===== src/rtl/bcd_timer_ctrl_pkg.sv =====
// Shared types and constants for the two-digit BCD down-counting timer.
package bcd_timer_pkg;

    typedef enum logic [1:0] {
        ST_IDLE  = 2'd0,
        ST_RUN   = 2'd1,
        ST_PAUSE = 2'd2,
        ST_DONE  = 2'd3
    } state_t;

    localparam int            BCD_W   = 4;
    localparam logic [BCD_W-1:0] BCD_MAX = 4'd9;

    // True when both nibbles of a two-digit value are legal BCD digits.
    function automatic logic is_bcd(input logic [2*BCD_W-1:0] val);
        return (val[7:4] <= BCD_MAX) && (val[3:0] <= BCD_MAX);
    endfunction

endpackage


===== src/rtl/bcd_timer_ctrl_if.sv =====
// Control/status bundle between the timer and its host.
interface bcd_timer_ctrl_if;
    logic       start;
    logic       stop;
    logic       load;
    logic [7:0] preset;
    logic [7:0] count;
    logic       running;
    logic       done;
    logic       err;

    modport master (
        output start, stop, load, preset,
        input  count, running, done, err
    );

    modport slave (
        input  start, stop, load, preset,
        output count, running, done, err
    );
endinterface


===== src/rtl/bcd_timer_ctrl_digit.sv =====
// One BCD digit with load and borrow-chained decrement (9 after 0).
module bcd_digit_dn
    import bcd_timer_pkg::*;
(
    input  logic             clk,
    input  logic             rst_n,
    input  logic             load_i,
    input  logic [BCD_W-1:0] load_val_i,
    input  logic             dec_i,
    input  logic             borrow_i,
    output logic [BCD_W-1:0] digit_o,
    output logic             borrow_o
);

    logic [BCD_W-1:0] digit_q;

    assign digit_o  = digit_q;
    assign borrow_o = borrow_i && (digit_q == '0);

    // Digit register: load has precedence over decrement.
    always_ff @(posedge clk or negedge rst_n) begin
        if (!rst_n) begin
            digit_q <= '0;
        end else if (load_i) begin
            digit_q <= load_val_i;
        end else if (dec_i && borrow_i) begin
            digit_q <= (digit_q == '0) ? BCD_MAX : digit_q - 1'b1;
        end
    end

endmodule


===== src/rtl/bcd_timer_ctrl.sv =====
// Two-digit BCD down-counting timer with run/pause/done sequencing.
// Optional build macro BCD_TIMER_AUTO_RELOAD_EN: the zero-reaching tick
// reloads from the preset register and keeps running instead of stopping.
//
// state | meaning
// IDLE  | loaded or reset, waiting for start
// RUN   | prescaler active, count decrements once per TICK_DIV clocks
// PAUSE | stopped mid-run, count and preset held
// DONE  | count reached 00, start reloads from the preset register
module bcd_timer_ctrl
    import bcd_timer_pkg::*;
#(
    parameter int TICK_DIV = 4
) (
    input  logic               clk,
    input  logic               reset,
    bcd_timer_ctrl_if.slave    bus
);

    localparam logic [7:0] TDIV_M1 = 8'(TICK_DIV - 1);

    state_t     state_q, state_d;
    logic [7:0] preset_q, preset_d;
    logic [7:0] presc_q, presc_d;
    logic       running_q, running_d;
    logic       done_q, done_d;
    logic       err_q, err_d;

    logic       cnt_load;
    logic [7:0] cnt_load_val;
    logic       cnt_dec;
    logic [3:0] units, tens;
    logic       units_borrow;
    logic       tens_borrow;
    logic [7:0] count;
    logic       tick;

    assign count = {tens, units};
    assign tick  = (state_q == ST_RUN) && (presc_q == TDIV_M1);

    bcd_digit_dn u_units (
        .clk        (clk),
        .rst_n      (reset),
        .load_i     (cnt_load),
        .load_val_i (cnt_load_val[3:0]),
        .dec_i      (cnt_dec),
        .borrow_i   (1'b1),
        .digit_o    (units),
        .borrow_o   (units_borrow)
    );

    bcd_digit_dn u_tens (
        .clk        (clk),
        .rst_n      (reset),
        .load_i     (cnt_load),
        .load_val_i (cnt_load_val[7:4]),
        .dec_i      (cnt_dec),
        .borrow_i   (units_borrow),
        .digit_o    (tens),
        .borrow_o   (tens_borrow)
    );

    // Next-state decode; digit load/decrement strobes come from the same decision.
    always_comb begin
        state_d      = state_q;
        preset_d     = preset_q;
        presc_d      = presc_q;
        done_d       = 1'b0;
        err_d        = 1'b0;
        cnt_load     = 1'b0;
        cnt_load_val = bus.preset;
        cnt_dec      = 1'b0;

        if (state_q == ST_RUN) begin
            if (bus.stop) begin
                // Stop wins over a coincident tick so the paused count is exact.
                state_d = ST_PAUSE;
            end else if (tick) begin
                presc_d = '0;
                if (count == 8'h01) begin
                    done_d = 1'b1;
`ifdef BCD_TIMER_AUTO_RELOAD_EN
                    cnt_load     = 1'b1;
                    cnt_load_val = preset_q;
`else
                    cnt_dec = 1'b1;
                    state_d = ST_DONE;
`endif
                end else if (count != 8'h00) begin
                    cnt_dec = 1'b1;
                end
            end else begin
                presc_d = presc_q + 8'd1;
            end
        end else begin
            if (bus.load) begin
                if (is_bcd(bus.preset)) begin
                    cnt_load = 1'b1;
                    preset_d = bus.preset;
                    state_d  = ST_IDLE;
                end else begin
                    err_d = 1'b1;
                end
            end else if (bus.start) begin
                if (state_q == ST_DONE) begin
                    if (preset_q != 8'h00) begin
                        cnt_load     = 1'b1;
                        cnt_load_val = preset_q;
                        state_d      = ST_RUN;
                        presc_d      = '0;
                    end else begin
                        err_d = 1'b1;
                    end
                end else if (count != 8'h00) begin
                    state_d = ST_RUN;
                    presc_d = '0;
                end else begin
                    err_d = 1'b1;
                end
            end
        end

        running_d = (state_d == ST_RUN);
    end

    // Control state and registered status outputs.
    always_ff @(posedge clk or negedge reset) begin
        if (!reset) begin
            state_q   <= ST_IDLE;
            preset_q  <= '0;
            presc_q   <= '0;
            running_q <= 1'b0;
            done_q    <= 1'b0;
            err_q     <= 1'b0;
        end else begin
            state_q   <= state_d;
            preset_q  <= preset_d;
            presc_q   <= presc_d;
            running_q <= running_d;
            done_q    <= done_d;
            err_q     <= err_d;
        end
    end

    assign bus.count   = count;
    assign bus.running = running_q;
    assign bus.done    = done_q;
    assign bus.err     = err_q;

    // The tens borrow-out only matters for a decrement below 00, which never happens.
    logic unused_borrow;
    assign unused_borrow = tens_borrow;

endmodule


===== src/flat_wrapper.sv =====
// flat-port wrapper written by rule: the top's interface ports become plain ports
module bcd_timer_ctrl_flat import bcd_timer_pkg::*;
#(
    parameter int TICK_DIV = 4
)
  (clk, reset, bus_start, bus_stop, bus_load, bus_preset, bus_count, bus_running, bus_done, bus_err);
  bcd_timer_ctrl_if bus_i ();
  input  logic clk;
  input  logic reset;
  input wire logic [$bits(bus_i.start)-1:0] bus_start;
  input wire logic [$bits(bus_i.stop)-1:0] bus_stop;
  input wire logic [$bits(bus_i.load)-1:0] bus_load;
  input wire logic [$bits(bus_i.preset)-1:0] bus_preset;
  output wire logic [$bits(bus_i.count)-1:0] bus_count;
  output wire logic [$bits(bus_i.running)-1:0] bus_running;
  output wire logic [$bits(bus_i.done)-1:0] bus_done;
  output wire logic [$bits(bus_i.err)-1:0] bus_err;
  assign bus_i.start = bus_start;
  assign bus_i.stop = bus_stop;
  assign bus_i.load = bus_load;
  assign bus_i.preset = bus_preset;
  assign bus_count = bus_i.count;
  assign bus_running = bus_i.running;
  assign bus_done = bus_i.done;
  assign bus_err = bus_i.err;
  bcd_timer_ctrl #(.TICK_DIV(TICK_DIV)) u_core (.clk(clk), .reset(reset), .bus(bus_i));
endmodule

===== config.mk =====
export PLATFORM = sky130hd
export DESIGN_NAME = bcd_timer_ctrl_flat
export DESIGN_NICKNAME = d
export VERILOG_FILES = /design/src/rtl/bcd_timer_ctrl_pkg.sv /design/src/rtl/bcd_timer_ctrl_if.sv /design/src/rtl/bcd_timer_ctrl_digit.sv /design/src/rtl/bcd_timer_ctrl.sv /design/src/flat_wrapper.sv
export SDC_FILE = /design/constraint.sdc
export NUM_CORES = 1
export LEC_CHECK = 0
export CORE_UTILIZATION = 53
export DETAILED_ROUTE_END_ITERATION = 7
export GPL_TIMING_DRIVEN = 0
export PLACE_DENSITY = 0.89
export SLEW_MARGIN = 10
export SYNTH_ARGS = -nofsm -noshare
export SYNTH_HDL_FRONTEND = slang
export SYNTH_SLANG_ARGS = --single-unit

===== constraint.sdc =====
create_clock -name clk -period 2.52 [get_ports clk]
set_clock_uncertainty 0.2 [all_clocks]
set_input_delay 0.756 -clock clk [delete_from_list [all_inputs] [get_ports clk]]
set_output_delay 0.756 -clock clk [all_outputs]
set_load 0.02 [all_outputs]

After elaboration in Yosys (flattened, before gate mapping)
Cells that the tools add are included.
Cells by class
  add/sub/neg operators: 3
  $lt $le $gt $ge: 2
  equal/unequal tests: 8
  multiplexer cells: 51
  bitwise gates (word level): 1
  reductions and logical operators: 13
Operators by type and width (number)
  8-bit two-way mux: 13
  4-bit two-way mux: 6
  1-bit two-way mux: 22
  2-bit two-way mux: 10
  8-bit nonzero test: 2
  8-bit by 1-bit adder with 8-bit output (second input constant): 1
  8-bit by 1-bit equality test with 1-bit output (second input constant): 1
  8-bit by 2-bit equality test with 1-bit output (second input constant): 1
  4-bit less-or-equal comparator (second input constant): 2
  4-bit logical NOT: 2
  4-bit by 1-bit subtractor with 4-bit output (second input constant): 2
  2-bit nonzero test: 3
  5-bit AND reduction: 1
  2-bit by 1-bit equality test with 1-bit output (second input constant): 2
  1-bit logical AND: 3
  3-bit by 2-bit inequality test with 1-bit output (second input constant): 1
  3-bit AND reduction: 1
  3-bit nonzero test: 1
  2-bit equality test (second input constant): 1
  2-bit by 1-bit inequality test with 1-bit output (second input constant): 1
  2-bit inequality test (second input constant): 1
  1-bit inverter: 1
Storage, ports and cells
  bits in registers: 29
  bits of input ports: 13
  output and inout port bits: 11
  logic and storage cells: 86

Logic depth before layout (Yosys ltp)
Gate-level depths: netlist of the first run.
  word-level depth: 9
  gate-level depth with buffers: 7

By module
A second synthesis of the first run with hierarchy kept.
Unflattened totals
  cells, all modules: 168
  area, all modules: 1670.4 µm²
By module, submodules not included
  bcd_timer_ctrl: instances 1, cells each 120, area each 1212.4 µm²
  bcd_digit_dn: instances 2, cells each 24, area each 229.0 µm²

Worst setup path after synthesis of the first run
OpenSTA, ideal clock, no wires.
  kind: input to register
  from: input bus_stop
  to: register u_core.u_tens.digit_q[2], in the netlist u_core.u_tens.digit_o[2]
  data arrival time: 1908 ps
  required time: 2191 ps
  slack: 283 ps
  stages: 5
  path buffers: 0
  cells stage by stage: nor3b_1 nand3_1 nor4_1 mux2i_1 o211ai_2
Between the ends
  longest elaborated chain between the ends: 4
Ends and longest elaborated chain
  start: declaration: RTL line flat_wrapper.sv:11  | input wire logic [$bits(bus_i.stop)-1:0] bus_stop;
  1-bit two-way mux: RTL line bcd_timer_ctrl.sv:75  | if (bus.stop) begin
  1-bit two-way mux: RTL line bcd_timer_ctrl.sv:74  | if (state_q == ST_RUN) begin
  1-bit logical AND: RTL line bcd_timer_ctrl_digit.sv:26  | end else if (dec_i && borrow_i) begin
  2-bit nonzero test (no source line)
  end signal: assignment: RTL line bcd_timer_ctrl_digit.sv:25  | digit_q <= load_val_i;
  end signal: assignment: RTL line bcd_timer_ctrl_digit.sv:27  | digit_q <= (digit_q == '0) ? BCD_MAX : digit_q - 1'b1;
  end: declaration: RTL line bcd_timer_ctrl_digit.sv:15  | logic [BCD_W-1:0] digit_q;
No other way between the ends.
A chain may end at the register's enable or synchronous reset.

Worst setup path in the final report of the first run
  from: input bus_preset[1]
  to: register u_core.u_units.digit_q[2], in the netlist u_core.u_units.digit_o[2]
Between the ends
  longest elaborated chain between the ends: 6
  elaborated cells on any way between the ends: 7
Ends and longest elaborated chain
  start: declaration: RTL line flat_wrapper.sv:13  | input wire logic [$bits(bus_i.preset)-1:0] bus_preset;
  4-bit less-or-equal comparator (*): RTL line bcd_timer_ctrl_pkg.sv:16  | return (val[7:4] <= BCD_MAX) && (val[3:0] <= BCD_MAX);
  1-bit logical AND (*): RTL line bcd_timer_ctrl_pkg.sv:16
  1-bit two-way mux (*): RTL line bcd_timer_ctrl.sv:97  | if (is_bcd(bus.preset)) begin
  1-bit two-way mux (*): RTL line bcd_timer_ctrl.sv:96  | if (bus.load) begin
  1-bit two-way mux (*): RTL line bcd_timer_ctrl.sv:74
  4-bit two-way mux / 2-bit nonzero test (equally long branches)
  end signal: assignment: RTL line bcd_timer_ctrl_digit.sv:25
  end signal: assignment: RTL line bcd_timer_ctrl_digit.sv:27
  end: declaration: RTL line bcd_timer_ctrl_digit.sv:15
Every way passes the cells marked *; elsewhere a longest branch is shown, timed or not.

==> results.py, run 1 <==
metrics = {
    "grt": {
        "antenna_found_initial": 0,
        "grt_pass1_wl_mm": 6.492,
        "gr-total-overflow": 0,
        "grt_pass1_vias": 1465,
        "grt_max_degree": 30,
        "track_usage_pct": 25.87,
    },
    "setup_path": {
        "critical_path.max_fanout": 6,
        "reg2reg_slack_ps": 220,
        "start_kind": "primary input",
        "arrival_ps": 2530,
        "worstSetupPathType": "primary input to flip-flop",
        "worstPathRequired_ps": 2530,
        "critPathCaptureType": "flip-flop",
    },
    "synthesis": {
        "yosysWarningCount": 0,
        "syn-cell-area_um2": 1629,
        "syn_inst": 181,
        "ys_types": 45,
        "ys_ff_latch": 29,
        "async_reset_ff_share_pct": 100.0,
        "seq_area_frac_synth_pct": 44.55,
        "synthFlopType": "dfrtp_1",
        "syn-num-nets": 195,
        "synthTopCellsByCount": "33 x nand2_1, 29 x dfrtp_1, 17 x o21ai_0",
        "yosys-top-cells-area": "dfrtp_1 45%, nand2_1 7.6%, o21ai_0 5.2%, or4_1 3.2%, nand3_1 3.1%",
        "synth-edff-count": 0,
        "synth_top_area_share_pct": 44.55,
        "post-synth-top-count-cell": "nand2_1",
        "syn_avg_cell_area_um2": 9.000,
        "synth_area_leader_cell": "dfrtp_1",
    },
    "clock_tree": {
        "cts_buffer_depth": 2,
        "cts_tree": "done",
        "cts.sink_count": 29,
        "clockRootBuffer": "clkbuf_4",
        "cts_buffers": 5,
        "htreeDepth": 2,
        "clk_latency_ps": 320,
        "path_clk_slew_ps": 90,
    },
    "sta": {
        "grt_setup_unrepaired": "yes",
        "relSlewSlack_pct": 55.90,
        "hold_viol": 0,
        "fin_crit_ps": 2516,
        "finalSetupViolations": 0,
        "fin_crit_sh_pct": 99.85,
        "fmax_mhz": 397.4,
        "worst_pin_slew_ps": 661.5,
        "hold_slack_ps": 248.5,
        "slew_violations": 0,
    },
    "placed_design": {
        "dp_hpwl_mm": 2.884,
        "port_buffers": 23,
        "gp_congestion": 0.8287,
    },
    "drt": {
        "wl_per_cell_um": 16.60,
        "drt_iter0_markers": 82,
        "dr.pass1.iters": 6,
        "vias": 1571,
        "routed_wl_mm": 4.068,
        "drcViolationCount": 2,
        "antenna_left": 0,
        "via_per_inst": 6.412,
    },
    "min_path": {
        "hold_path_class": "primary input to async pin",
    },
    "final_layout": {
        "syn_to_final_growth_pct": 22.50,
        "fillers": 229,
        "antenna_cells": 0,
        "fin_nets": 227,
        "drive_above_1_share_pct": 12.62,
    },
    "die": {
        "core.rowCount": 19,
        "start_util_pct": 57.59,
        "die_y_um": 57.44,
        "ios": 24,
        "fp.dieW_um": 57.44,
        "coreArea_um2": 2829,
        "die_area_um2": 3299,
    },
    "pwr": {
        "power_uw": 1910,
        "p_leak_uw": 0.0008412,
        "pwr_density_cell_nw_per_um2": 956.9,
        "vdd_drop_max_v": 0.0005813,
    },
    "flow_run": {
        "max-cap-violations": 0,
    },
    "run_status": {
        "violations": "DRC",
        "status": "finished with violations",
    },
}
[worst max-delay path, stage by stage]
cell and delay (ps):
clkdlybuf4s50_1 460, o21ai_0 350, nand4_1 210, buf_4 210, nand2_2 130, a21oi_1 60, a221o_1 360
[what timing repair did]
item                                    4_1_cts  5_1_grt
buffers inserted                              0        2
cloned                                        0        0
pin swaps                                     0        1
gates resized for setup                       7        3
endpoints found under the setup margin        7        6
hold buffers                                  0        0
[report_power, final]
group | switching (µW) | internal [µW] | leakage [µW]
combinational | 461 | 371 | 0.000456
sequential | 189 | 625 | 0.000359
clock | 153 | 111 | 0.0000265
total | 803 | 1110 | 0.000841
[state kept, by name, indices dropped and copies added (netlist names)]
signal,cells
u_core.preset_q,8
u_core.bus.done,1
u_core.u_units.digit_o,4
u_core.u_tens.digit_o,4
u_core.presc_q,8
u_core.state_q,2
u_core.bus.err,1
u_core.bus.running,1
[metrics by stage]
step	utilization [%]	instance area, µm²	setup TNS (ps)	setup WS (ps)	std cells
6_report	70.54	1996	0	3.764	245
5_1_grt	70.54	1996	-147.7	-50.62	245
4_1_cts	69.48	1966	0	32.11	243
3_5_place_dp	67.09	1898	-6046	-582.6	235
3_3_place_gp	67.09	1898	-4397	-478.3	235
2_1_floorplan	-	1629	0	282.7	181
[placed cells by master, fill, tap and decap left out, drive strengths merged, types with 2 or more instances in the layout]
| cell type | instances |
|---|---|
| o21ai | 19 |
| a22oi | 5 |
| nand3 | 10 |
| mux2 | 2 |
| nor3b | 2 |
| o31ai | 5 |
| clkdlybuf4s50 | 21 |
| o2bb2ai | 3 |
| nand2b | 2 |
| inv | 2 |
| o211ai | 2 |
| nor4 | 2 |
| nor2b | 3 |
| buf | 8 |
| or4 | 7 |
| nand2 | 33 |
| dfrtp | 29 |
| nor3 | 5 |
| and2 | 3 |
| and3 | 4 |
| a21oi | 6 |
| a21o | 2 |
| clkbuf | 10 |
| a221o | 2 |
| nand4 | 2 |
| nor2 | 8 |
| nand4b | 2 |
[path summary, 6_finish.rpt]
check | from | to | cells after the start
hold / removal | reset | u_core.presc_q[5]$_DFFE_PN0P_ | 1
setup reg to reg | u_core.u_tens.digit_o[1]$_DFFE_PN0P_ | u_core.presc_q[0]$_DFFE_PN0P_ | 7
setup / recovery | bus_preset[1] | u_core.u_units.digit_o[2]$_DFFE_PN0P_ | 7
max in group asynchronous | reset | u_core.u_tens.digit_o[3]$_DFFE_PN0P_ | 1
min in group clk | u_core.preset_q[2]$_DFFE_PN0P_ | u_core.preset_q[2]$_DFFE_PN0P_ | 2
hold reg to reg | u_core.preset_q[2]$_DFFE_PN0P_ | u_core.preset_q[2]$_DFFE_PN0P_ | 2
[per-layer routing]
metal | vias to the layer above | wire length (µm) | track usage (%)
met4 | 0 | 105 | 12.54
met5 | - | 0 | 0
met2 | 62 | 2093 | 45.02
met3 | 12 | 220 | 7.483
met1 | 762 | 1649 | 28.82
li1 | 735 | - | -
[cell families after synthesis]
group	after synthesis	synth area share, %
xor gates and xnor gates	1	0.5377
adders and majority gates	1	0.7679
AOI/OAI and AO/OA	50	21.28
muxes	3	1.997
DFF	29	44.55
and+or+nand+nor	88	28.03
buffers and inverters	9	2.842
[cell type report]
type                    count  area [µm²]  share of cell area [%]
inverters                   2       7.507                  0.3762
flip-flops and latches     29       725.7                   36.36
clock buffers               8       48.80                   2.445
plain buffers               7       40.04                   2.006
well taps                  31       38.79                   1.944
multi-input cells         143       895.9                   44.89
repair buffers             25       239.0                   11.97
Note: power is estimated with default switching activity, not from simulation.
==> run 2, diff against run 1 <==
CORE_MARGIN = 2   (was unset)
SLEW_MARGIN = unset   (was 10)
==> run 2 against run 1 <==
  * The run now ends clean
  * Routed wire length is 11% lower
  * Critical path depth stayed put
  * Die area is 7.1% higher
  * Count of clock-buffer cells in the layout stayed put
  * Combinational power is 4.2% lower
  * Clock power is 3% lower
  * Sequential cell count stayed put
  * First-iteration DRC count is 4.9% higher
  * Via count is 4.3% lower
  * Worst hold slack worse by 7.8 ps
  * Total power is 2.8% lower
  * Critical endpoint is now u_core.u_tens.digit_o[3]$_DFFE_PN0P_
==> results.py, run 2 (synthesized netlist as in run 1, its figures left out) <==
metrics = {
    "final_layout": {
        "drive_above_1_share_pct": 13.08,
        "syn_to_final_growth_pct": 22.27,
        "layout_common_cells": "32 x nand2_1, 29 x dfrtp_1, 21 x clkdlybuf4s50_1, 15 x o21ai_0, 9 x nand3_1",
        "final_common_cell": "nand2_1",
        "fillers": 226,
        "top_regs": "u_core.presc_q (8), u_core.preset_q (8)",
        "multi_input_area_um2": 885.9,
        "antenna_cells": 0,
        "seq_area_um2": 725.7,
        "fin_nets": 227,
        "instances_no_fill": 247,
        "final_util_pct": 66.89,
    },
    "setup_path": {
        "critical_path.max_fanout": 5,
        "r2r_cells": 7,
        "arrival_ps": 2460,
        "start_kind": "primary input",
        "reg2reg_slack_ps": 250,
        "slowest_stage": "clkdlybuf4s50_1",
        "slowest_delay_ps": 510,
        "critPathCaptureType": "flip-flop",
        "cp_top_family": "simple AND/OR/NAND/NOR gates",
        "rr_endpoint": "u_core.presc_q[0]$_DFFE_PN0P_",
        "worstSetupPathType": "primary input to flip-flop",
        "cp.depth": 7,
        "worstPathRequired_ps": 2540,
        "crit_buf_inv": 2,
        "path_cells": "clkdlybuf4s50_1, nor3b_2, nand3_2, buf_4, nor3b_1, nor2_1, a21o_1",
        "r2r-start": "u_core.u_tens.digit_o[0]$_DFFE_PN0P_",
    },
    "sta": {
        "worst_pin_slew_ps": 625.8,
        "layout_setup_ws_ps": 73.42,
        "hold_viol": 0,
        "fin_crit_sh_pct": 97.09,
        "grt_setup_unrepaired": "no",
        "finalSetupViolations": 0,
        "slew_violations": 0,
        "fin_crit_ps": 2447,
        "fmax_mhz": 408.7,
        "relSlewSlack_pct": 58.28,
        "hold_slack_ps": 240.7,
    },
    "die": {
        "die_area_um2": 3533,
        "die_y_um": 59.44,
        "fp.dieW_um": 59.44,
        "core.rowCount": 20,
        "coreArea_um2": 2978,
        "ios": 24,
        "start_util_pct": 54.71,
    },
    "placed_design": {
        "port_buffers": 23,
        "dp_cells": 237,
        "dp_hpwl_mm": 2.585,
        "gp_congestion": 0.8669,
        "dp_slack_ps": -496.6,
    },
    "grt": {
        "use_met3_pct": 6.114,
        "grt_max_degree": 30,
        "gr-total-overflow": 0,
        "grt_pass1_vias": 1322,
        "track_usage_pct": 22.76,
        "grt_use_met1_pct": 32.54,
        "antenna_found_initial": 0,
        "grt_pass1_wl_mm": 5.934,
        "grt_util_met2_pct": 31.55,
        "grt-busiest-layer": "met1",
    },
    "clock_tree": {
        "htreeDepth": 2,
        "cts.sink_count": 29,
        "cts_tree": "done",
        "clk_latency_ps": 320,
        "clockRootBuffer": "clkbuf_4",
        "path_clk_slew_ps": 80,
        "cts_buffer_depth": 2,
        "cts_buffers": 5,
    },
    "drt": {
        "via_per_inst": 6.089,
        "vias": 1504,
        "routed_wl_mm": 3.637,
        "antenna_left": 0,
        "dr.pass1.iters": 5,
        "drt_iter0_markers": 86,
        "wl_per_cell_um": 14.72,
        "drcViolationCount": 0,
    },
    "flow_run": {
        "max-cap-violations": 0,
    },
    "run_status": {
        "status": "finished clean",
    },
    "pwr": {
        "p_leak_uw": 0.0008465,
        "pwr_density_cell_nw_per_um2": 932.4,
        "vdd_drop_max_v": 0.0005134,
    },
    "min_path": {
        "hold_path_class": "primary input to async pin",
    },
}
[run 2: power breakdown]
| part | switching [µW] | leakage, µW | internal (µW) | total, µW |
|---|---|---|---|---|
| clock | 146 | 0.0000265 | 111 | 257 |
| combinational | 437 | 0.000461 | 360 | 797 |
| sequential | 178 | 0.000359 | 625 | 803 |
[run 2: timing repair]
item / in CTS / in global routing
resized for setup: 5 / 6
pin swaps: 0 / 2
hold buffers: 0 / 0
setup endpoints to repair: 5 / 7
setup buffers: 0 / 2
[run 2: area by class of cell]
class	count	share of cell area (%)
multi-input cells	143	44.47
flip-flops and latches	29	36.43
repair buffers	25	12.19
clock buffers	8	2.450
well taps	33	2.073
plain buffers	7	2.010
inverters	2	0.3769
[run 2: worst register-to-register path, stage by stage (launching register included)]
cell,delay (ps)
dfrtp_1,450
or4_1,510
buf_2,170
o32a_1,340
o21ai_2,80
buf_6,150
or2b_2,160
o21ai_0,90
[run 2: worst max-delay path by stage]
stage / endpoint / startpoint / slack [ps]
2_1_floorplan: u_core.u_tens.digit_o[2]$_DFFE_PN0P_ / bus_stop / 280
3_3_place_gp: u_core.u_tens.digit_o[2]$_DFFE_PN0P_ / bus_stop / -450
3_5_place_dp: u_core.u_tens.digit_o[2]$_DFFE_PN0P_ / bus_stop / -500
4_1_cts: u_core.u_tens.digit_o[1]$_DFFE_PN0P_ / bus_preset[5] / 9
5_1_grt: u_core.u_tens.digit_o[1]$_DFFE_PN0P_ / bus_preset[5] / 20
6_report: u_core.u_tens.digit_o[3]$_DFFE_PN0P_ / bus_stop / 70
[run 2: per-stage QoR]
| step | cell area (µm²) | setup TNS [ps] | power, µW |
|---|---|---|---|
| final | 1992 | 0 | 1857 |
| after global routing | 1992 | 0 | 2005 |
| after CTS | 1968 | 0 | 1856 |
| after detailed placement | 1901 | -5707 | 1583 |
| after global placement | 1901 | -4976 | 1561 |
| after floorplan | 1629 | 0 | 1294 |
[run 2: layer usage]
layer	vias up	wire length (µm)
met5	-	0
met4	0	92
met2	52	1694
met1	700	1656
li1	744	-
met3	8	194
